## src/rtl/mem_access_unit.sv

```systemverilog
// Load/store unit: one req/ack memory access per instruction, with lane steering,
// load extension, alignment/legality checks and a bounded wait for the memory ack.
module mem_access_unit #(
  parameter int TIMEOUT = 16
) (
  input  logic        iCLK,
  input  logic        iRST,
  input  logic        iStart,
  input  logic        iWrite,
  input  logic [2:0]  iFunct3,
  input  logic [31:0] iAddr,
  input  logic [31:0] iWData,
  output logic        oBusy,
  output logic        oDone,
  output logic        oError,
  output logic [31:0] oRData,
  output logic        oMemReq,
  output logic        oMemWe,
  output logic [31:0] oMemAddr,
  output logic [3:0]  oMemByteEn,
  output logic [31:0] oMemWData,
  input  logic        iMemAck,
  input  logic [31:0] iMemRData
);

  localparam int CNT_W = (TIMEOUT > 1) ? $clog2(TIMEOUT) : 1;

  typedef enum logic [1:0] {
    IDLE = 2'd0,
    REQ  = 2'd1,
    DONE = 2'd2
  } state_e;

  state_e             state_q, state_d;
  logic               write_q;
  logic [2:0]         funct3_q;
  logic [31:0]        addr_q;
  logic [3:0]         be_q;
  logic [31:0]        wdata_q;
  logic               err_q;
  logic [CNT_W-1:0]   cnt_q;
  logic [31:0]        rdata_q;
  logic               legal_s;
  logic               expire_s;

  // funct3[1:0] encodes the access size for both loads and stores: 00 byte, 01 half, 10 word
  function automatic logic access_ok(input logic wr, input logic [2:0] f3, input logic [1:0] a);
    logic legal;
    logic misaligned;
    if (wr) legal = (f3[2] == 1'b0) && (f3[1:0] != 2'b11);
    else    legal = (f3[1:0] != 2'b11) && (f3 != 3'b110);
    misaligned = ((f3[1:0] == 2'b01) && a[0]) || ((f3[1:0] == 2'b10) && (a != 2'b00));
    return legal && !misaligned;
  endfunction

  function automatic logic [3:0] byte_en(input logic [2:0] f3, input logic [1:0] a);
    case (f3[1:0])
      2'b00:   return 4'b0001 << a;
      2'b01:   return a[1] ? 4'b1100 : 4'b0011;
      default: return 4'b1111;
    endcase
  endfunction

  function automatic logic [31:0] store_data(input logic [2:0] f3, input logic [31:0] wd);
    case (f3[1:0])
      2'b00:   return {4{wd[7:0]}};
      2'b01:   return {2{wd[15:0]}};
      default: return wd;
    endcase
  endfunction

  function automatic logic [31:0] load_data(input logic [2:0] f3, input logic [1:0] a,
                                            input logic [31:0] rd);
    logic [7:0]  b;
    logic [15:0] h;
    b = rd[{a, 3'b000} +: 8];
    h = rd[{a[1], 4'b0000} +: 16];
    case (f3)
      3'b000:  return {{24{b[7]}}, b};
      3'b001:  return {{16{h[15]}}, h};
      3'b100:  return {24'd0, b};
      3'b101:  return {16'd0, h};
      default: return rd;
    endcase
  endfunction

  assign legal_s  = access_ok(iWrite, iFunct3, iAddr[1:0]);
  assign expire_s = (cnt_q == CNT_W'(TIMEOUT - 1));

  always_ff @(posedge iCLK) begin
    if (iRST) state_q <= IDLE;
    else      state_q <= state_d;
  end

  always_comb begin
    state_d = state_q;
    unique case (state_q)
      IDLE:    if (iStart) state_d = legal_s ? REQ : DONE;
      REQ:     if (iMemAck || expire_s) state_d = DONE;
      DONE:    state_d = IDLE;
      default: state_d = IDLE;
    endcase
  end

  // Access latch, wait counter and load result; an ack on the expiring cycle still wins
  always_ff @(posedge iCLK) begin
    if (iRST) begin
      write_q  <= 1'b0;
      funct3_q <= 3'd0;
      addr_q   <= 32'd0;
      be_q     <= 4'd0;
      wdata_q  <= 32'd0;
      err_q    <= 1'b0;
      cnt_q    <= '0;
      rdata_q  <= 32'd0;
    end else begin
      unique case (state_q)
        IDLE: begin
          if (iStart) begin
            write_q  <= iWrite;
            funct3_q <= iFunct3;
            addr_q   <= iAddr;
            be_q     <= byte_en(iFunct3, iAddr[1:0]);
            wdata_q  <= store_data(iFunct3, iWData);
            err_q    <= !legal_s;
            cnt_q    <= '0;
          end
        end
        REQ: begin
          if (iMemAck) begin
            if (!write_q) rdata_q <= load_data(funct3_q, addr_q[1:0], iMemRData);
          end else if (expire_s) begin
            err_q <= 1'b1;
          end else begin
            cnt_q <= cnt_q + 1'b1;
          end
        end
        default: ;
      endcase
    end
  end

  always_comb begin
    oBusy      = ((state_q == IDLE) && iStart) || (state_q == REQ);
    oMemReq    = (state_q == REQ);
    oMemWe     = (state_q == REQ) && write_q;
    oDone      = (state_q == DONE);
    oError     = (state_q == DONE) && err_q;
    oMemAddr   = {addr_q[31:2], 2'b00};
    oMemByteEn = be_q;
    oMemWData  = wdata_q;
    oRData     = rdata_q;
  end

endmodule

```

## config.mk

```make
export PLATFORM = sky130hd
export DESIGN_NAME = mem_access_unit
export DESIGN_NICKNAME = d
export VERILOG_FILES = /design/src/rtl/mem_access_unit.sv
export SDC_FILE = /design/constraint.sdc
export NUM_CORES = 1
export LEC_CHECK = 0
export ABC_AREA = 1
export BUFFER_PORTS_ARGS = -buffer_cell sky130_fd_sc_hd__buf_2
export CORE_MARGIN = 2
export CORE_UTILIZATION = 40
export DETAILED_ROUTE_END_ITERATION = 16
export PLACE_DENSITY_LB_ADDON = 0.25
export SLEW_MARGIN = 20
export SYNTH_ARGS = -nofsm -noshare
export SYNTH_HDL_FRONTEND = slang
export SYNTH_SLANG_ARGS = --single-unit
```

## constraint.sdc

```tcl
create_clock -name iCLK -period 3.7 [get_ports iCLK]
set_input_delay 1.11 -clock iCLK [delete_from_list [all_inputs] [get_ports iCLK]]
set_output_delay 1.11 -clock iCLK [all_outputs]
set_load 0.1 [all_outputs]
```

-- Word-level counts from Yosys, hierarchy flattened
Cells that the tools add are included.
- register bits: 111
- input bits: 104
- output and inout port bits: 105
- add/sub/neg operators: 1
- equality and inequality tests: 15
- shift-type cells: 3
- multiplexer cells: 17
- bitwise gates (word level): 2
- reduce and logical (&&, ||, !) cells: 23
- operator list (cell ; number):
    $pmux 32 s4 ; 1
    $pmux 32 s2 ; 1
    $shiftx 32x6->16 ; 1
    $shiftx 32x6->8 ; 1
    $mux 4 ; 4
    $pmux 4 s2 ; 2
    $logic_and 1x1->1 ; 8
    $ne 2x2->1 const B ; 4
    $reduce_and 4->1 ; 2
    $eq 3x3->1 const B ; 2
    $mux 2 ; 3
    $add 4x1->4 const B ; 1
    $eq 2x1->1 const B ; 2
    $eq 2x2->1 const B ; 2
    $eq 4x4->1 const B ; 1
    $logic_not 2->1 ; 2
    $mux 1 ; 4
    $ne 2x1->1 const B ; 2
    $pmux 2 s2 ; 1
    $reduce_and 2->1 ; 2
    $reduce_bool 2->1 ; 2
    $shl 1x2->4 const A ; 1
    $eq 3x1->1 const B ; 1
    $logic_not 3->1 ; 1
    6 further kinds ; 10

-- Depth between registers and ports, before layout
- depth in word-level cells: 8
- gate-level depth with buffers: 10
- depth with buffers taken out: 9

-- Worst setup path after synthesis
No wires, ideal clock.
- kind: register to output
- from: register state_q[1]
- to: output oError
- data arrival time: 2411 ps
- path slack: 179 ps
- cell stages (with the launch flop): 3
- path through: dfxtp_1 -> inv_1 -> nor3_1
- longest elaborated chain between the ends: 2
- RTL lines (what ; line ; text):
    start: declaration ; 34 ; state_e state_q, state_d;
    start signal: assignment ; 92 ; else state_q <= state_d;
    $eq 2x2->1 ; 148 ; oError = (state_q == DONE) && err_q;
    $logic_and 1x1->1 ; 148 ;
    end: declaration ; 15 ; output logic oError,
Every way passes these cells.

-- Worst setup path after layout
- from: input iStart
- to: output oBusy
- longest elaborated chain between the ends: 2
- RTL lines (what ; line ; text):
    start: declaration ; 8 ; input logic iStart,
    $logic_and 1x1->1 ; 144 ; oBusy = ((state_q == IDLE) && iStart) || (state_q == REQ);
    $logic_or 1x1->1 ; 144 ;
    end: declaration ; 13 ; output logic oBusy,
Every way passes these cells.

==> impl_results.html <==
<table>
<tr><th>Metric</th><th>Value</th></tr>
<tr><th colspan="2">Run status</th></tr>
<tr><td>Status</td><td>complete, no violations</td></tr>
<tr><th colspan="2">Yosys</th></tr>
<tr><td>Number of flops mapped to enable cells by yosys</td><td>0</td></tr>
<tr><td>Proportion of netlist area held by the largest area contributor</td><td>42.4%</td></tr>
<tr><td>Adder and majority gate portion of the synthesized area</td><td>less than 1%</td></tr>
<tr><td>FF+latch count, synth</td><td>111</td></tr>
<tr><td>Dominant combinational cell family by area after synthesis</td><td>simple AND/OR/NAND/NOR gates</td></tr>
<tr><td>Multiplexer share of the synthesized area</td><td>0%</td></tr>
<tr><td>Top cells by area in the synthesized netlist</td><td>sky130_fd_sc_hd__dfxtp_1, sky130_fd_sc_hd__nand2_1, sky130_fd_sc_hd__o21ai_0, sky130_fd_sc_hd__nor2_1, sky130_fd_sc_hd__a21oi_1</td></tr>
<tr><td>Area share of xor/xnor cells in the synthesized design</td><td>0.167%</td></tr>
<tr><td>Async set-or-reset flop fraction in the synthesized netlist</td><td>0%</td></tr>
<tr><td>Synthesized-area fraction occupied by and/or/nand/nor cells</td><td>23.4%</td></tr>
<tr><td>Ys flop type</td><td>sky130_fd_sc_hd__dfxtp_1</td></tr>
<tr><td>Synthesized cell area</td><td>5250 sq um</td></tr>
<tr><td>Share of the synthesized area in compound gates (AO/OA/AOI/OAI)</td><td>20.8%</td></tr>
<tr><td>Mean post-synth cell area</td><td>between 6 and 7 sq um</td></tr>
<tr><td>Total number of yosys warnings</td><td>0</td></tr>
<tr><td>Sequential element share of the synthesized area</td><td>42.4%</td></tr>
<tr><td>Number of unique standard cell types used by synthesis</td><td>31</td></tr>
<tr><td>Largest area contributor in the netlist</td><td>sky130_fd_sc_hd__dfxtp_1</td></tr>
<tr><td>Post-synthesis cell count</td><td>761</td></tr>
<tr><th colspan="2">Floorplanning</th></tr>
<tr><td>Chip height</td><td>119 um</td></tr>
<tr><td>Starting density of the core</td><td>41.2%</td></tr>
<tr><td>Placeable Area</td><td>12700 sq um</td></tr>
<tr><td>Die area</td><td>14000 sq um</td></tr>
<tr><td>Die Span X</td><td>119 um</td></tr>
<tr><td>Count of standard-cell rows</td><td>41</td></tr>
<tr><td>Number of I/O pins</td><td>approximately 210</td></tr>
<tr><th colspan="2">Final layout</th></tr>
<tr><td>Ant diodes</td><td>0</td></tr>
<tr><td>Fin util</td><td>50.4%</td></tr>
<tr><td>Layout cells sized above 1</td><td>between 20% and 30%</td></tr>
<tr><td>Synth-to-layout area growth</td><td>22.2%</td></tr>
<tr><td>Non-filler cells, final</td><td>1084</td></tr>
<tr><td>Final standard cell area without fillers</td><td>between 6000 and 7000 sq um</td></tr>
<tr><td>Sequential cell area in the final layout</td><td>2220 sq um</td></tr>
<tr><td>Fillers</td><td>1374</td></tr>
<tr><td>Multi-input combinational cell area</td><td>2350 sq um</td></tr>
<tr><td>Number of nets in the layout</td><td>1014</td></tr>
<tr><th colspan="2">Clock tree</th></tr>
<tr><td>Clock sink total</td><td>111</td></tr>
<tr><td>Clock Tree Buf Depth</td><td>2</td></tr>
<tr><td>Inserted Clock Buffers</td><td>9</td></tr>
<tr><td>Clock insertion delay at the later pin of the skew report</td><td>around 0.35 ns</td></tr>
<tr><td>Number of instances resized during post-cts repair</td><td>0</td></tr>
<tr><td>Setup repair bufs after CTS</td><td>0</td></tr>
<tr><td>Clock tree from TritonCTS</td><td>yes</td></tr>
<tr><td>Clock slew at reported path FFs</td><td>about 0.07 ns</td></tr>
<tr><td>H-tree levels</td><td>3</td></tr>
<tr><td>Number of buffers added to fix hold violations after cts</td><td>0</td></tr>
<tr><td>Root cell of the clock tree</td><td>sky130_fd_sc_hd__clkbuf_16</td></tr>
<tr><th colspan="2">Timing</th></tr>
<tr><td>Max Slew Vio Count</td><td>0</td></tr>
<tr><td>Relative slew margins</td><td>52.6%</td></tr>
<tr><td>Worst Slack Setup Final</td><td>approximately 0.77 ns</td></tr>
<tr><td>Transition time at the pin with the least slew margin</td><td>0.710 ns</td></tr>
<tr><td>Hold Vio Cnt, Final</td><td>0</td></tr>
<tr><td>Tightest hold margin</td><td>between 0.4 and 0.5 ns</td></tr>
<tr><td>Setup Skew</td><td>0.00799 ns</td></tr>
<tr><td>Setup Total Neg Slack</td><td>0 ns</td></tr>
<tr><td>Fin crit share</td><td>between 70% and 80%</td></tr>
<tr><td>RSZ-0062 raised after global routing</td><td>no</td></tr>
<tr><td># setup viols final</td><td>0</td></tr>
<tr><td>Post-route minimum period</td><td>2.93 ns</td></tr>
<tr><td>Maximum operating frequency</td><td>341 MHz</td></tr>
<tr><th colspan="2">Global route</th></tr>
<tr><td>Wire length of the first global-routing pass</td><td>between 20000 and 25000 um</td></tr>
<tr><td>Total overflow reported by the global router</td><td>0</td></tr>
<tr><td>Maximum number of pins on one net before global-route repair</td><td>65</td></tr>
<tr><td>Antenna violations before repair</td><td>0</td></tr>
<tr><td>Total global-route track usage</td><td>a little over a fifth</td></tr>
<tr><td>Via count of the first global-routing pass</td><td>4869</td></tr>
<tr><th colspan="2">Min path</th></tr>
<tr><td>Worst min-delay path class</td><td>flip-flop to flip-flop</td></tr>
<tr><td>Worst Min Path Start</td><td>oMemWData[20]</td></tr>
<tr><td>Worst hold path depth</td><td>2</td></tr>
<tr><td>Worst Hold Path EP</td><td>oMemWData[20]</td></tr>
<tr><th colspan="2">Route</th></tr>
<tr><td>Total wire length after detailed routing</td><td>roughly 15000 um</td></tr>
<tr><td>Remaining antenna violation count</td><td>0</td></tr>
<tr><td>Post-DR vias/cell</td><td>4.80</td></tr>
<tr><td>Number of violations reported at the end of detailed-routing iteration 0</td><td>382</td></tr>
<tr><td>Number of search-and-repair iterations in the first detailed-routing pass</td><td>5</td></tr>
<tr><td>Drt drc</td><td>0</td></tr>
<tr><td>Routed WL per cell</td><td>13.9 um</td></tr>
<tr><td>Total vias in the final route</td><td>about 5200</td></tr>
<tr><th colspan="2">Critical path</th></tr>
<tr><td>Category of the worst setup path capture point</td><td>primary output</td></tr>
<tr><td>Data required, critical path</td><td>2.59 ns</td></tr>
<tr><td>Peak fanout along the critical path</td><td>4</td></tr>
<tr><td>Path depth of the worst reg2reg path</td><td>7</td></tr>
<tr><td>CP Class</td><td>primary input to primary output</td></tr>
<tr><td>End of the worst register-to-register path</td><td>oRData[16]</td></tr>
<tr><td>Arrival @ worst endpoint</td><td>1.82 ns</td></tr>
<tr><td>Setup slack, reg-to-reg</td><td>1.64 ns</td></tr>
<tr><td>Startpoint Class</td><td>primary input</td></tr>
<tr><td>Reg2reg start</td><td>addr_q[1]</td></tr>
<tr><th colspan="2">Pwr</th></tr>
<tr><td>Peak supply drop</td><td>0.304 mV</td></tr>
<tr><td>Clock network power share</td><td>about a third</td></tr>
<tr><td>Pwr Density</td><td>539 nW/um^2</td></tr>
<tr><td>Leak</td><td>3.31 nW</td></tr>
<tr><td>Register share of total power</td><td>38.2%</td></tr>
<tr><td>Power share of the combinational group</td><td>29.8%</td></tr>
<tr><td>Net switching power</td><td>1.32 mW</td></tr>
<tr><td>Switching power as a share of total power</td><td>38.1%</td></tr>
<tr><td>Internal Power</td><td>2.14 mW</td></tr>
<tr><td>Total chip power</td><td>3.45 mW</td></tr>
<tr><th colspan="2">Place</th></tr>
<tr><td>Post-detail-place hpwl</td><td>around 11000 um</td></tr>
<tr><td>IO buf count</td><td>206</td></tr>
<tr><td>Cell Area, Placed</td><td>6080 sq um</td></tr>
<tr><td>Inst Count DP</td><td>1070</td></tr>
<tr><td>Worst setup slack before clock tree synthesis</td><td>between 0.7 and 0.8 ns</td></tr>
<tr><td>Placer's final routability congestion estimate</td><td>0.844</td></tr>
<tr><th colspan="2">Run</th></tr>
<tr><td>Max-Cap Viols</td><td>0</td></tr>
</table>
cells in the final DEF, fill, tap and decap left out, drive strengths merged, types with 2 or more instances in the layout:
cell	Yosys	layout
buf	52	214
nand2	159	159
nor2	119	119
o21ai	113	113
dfxtp	111	111
a21oi	76	76
inv	52	52
nand3	18	18
clkbuf	26	10
a31oi	8	8
a21o	7	7
o22ai	6	6
nor3	6	6
bufinv	0	3
nand3b	2	2
conb	1	2
clkinv	1	2
synthesized netlist by cell type, types with 2 or more instances:
library cell and instances:
sky130_fd_sc_hd__clkbuf_1 24, sky130_fd_sc_hd__dfxtp_1 111, sky130_fd_sc_hd__inv_1 48, sky130_fd_sc_hd__a31oi_1 8, sky130_fd_sc_hd__a21o_1 7, sky130_fd_sc_hd__o21ai_1 16, sky130_fd_sc_hd__nand3_1 18, sky130_fd_sc_hd__a21oi_1 76
sky130_fd_sc_hd__nand2_1 154, sky130_fd_sc_hd__nand2_2 4, sky130_fd_sc_hd__buf_4 38, sky130_fd_sc_hd__nand3b_1 2, sky130_fd_sc_hd__buf_2 9, sky130_fd_sc_hd__inv_2 4, sky130_fd_sc_hd__nor2_1 117, sky130_fd_sc_hd__o22ai_1 6
sky130_fd_sc_hd__buf_6 4, sky130_fd_sc_hd__nor3_1 5, sky130_fd_sc_hd__o21ai_0 97, sky130_fd_sc_hd__clkbuf_2 2
cell type report:
type,instances,area share (%)
Clock buffer,10,3.73
Tap cell,172,3.36
Multi-Input combinational cell,520,36.6
Sequential cell,111,34.7
Inverter,53,3.10
Timing Repair Buffer,214,17.0
Clock inverter,4,1.48
logic make-up after synthesis:
kind of cell | Yosys count
DFF | 111
AOI/OAI and AO/OA | 211
other | 1
buffers and inverters | 131
and+or+nand+nor | 305
xor gates and xnor gates | 1
adders and majority gates | 1
sequential cells by signal, indices dropped and copies added (netlist names):
register / flops
oMemByteEn: 4
state_q: 2
funct3_q: 3
addr_q: 32
write_q: 1
err_q: 1
oMemWData: 32
oRData: 32
cnt_q: 4
worst max-delay path, stage by stage:
cell and delay [ns]:
sky130_fd_sc_hd__buf_2 0.10, sky130_fd_sc_hd__nand2_1 0.05, sky130_fd_sc_hd__nand2_1 0.12, sky130_fd_sc_hd__buf_2 0.44
power groups by stage:
| stage | logic (mW) | clock network (mW) | registers, mW |
|---|---|---|---|
| CTS | 1.03 | 1.14 | 1.32 |
| global route | 1.09 | 1.19 | 1.33 |
| global placement | 1.03 | 0 | 1.35 |
| floorplan | 0.584 | 0 | 1.63 |
| finish | 1.03 | 1.11 | 1.32 |
| detailed placement | 1.03 | 0 | 1.35 |
layer usage:
layer | global-route usage [%] | vias up | wire length, um
met5 | 0 | - | 0
met4 | 6.77 | 0 | 158
met3 | 7.00 | 11 | 1390
met2 | 34.0 | 182 | 6940
met1 | 26.8 | 2293 | 6630
li1 | - | 2718 | -
worst max-delay path by stage:
| stage | to | cells after the start | from | slack (ns) |
|---|---|---|---|---|
| after floorplan | oError | 2 | state_q[1] | 0.18 |
| after global placement | oBusy | 4 | iStart | 0.78 |
| after detailed placement | oBusy | 4 | iStart | 0.77 |
| after CTS | oBusy | 4 | iStart | 0.77 |
| after global routing | oBusy | 4 | iStart | 0.73 |
| final | oBusy | 4 | iStart | 0.77 |
No activity file was read; power rests on OpenSTA's default activity.
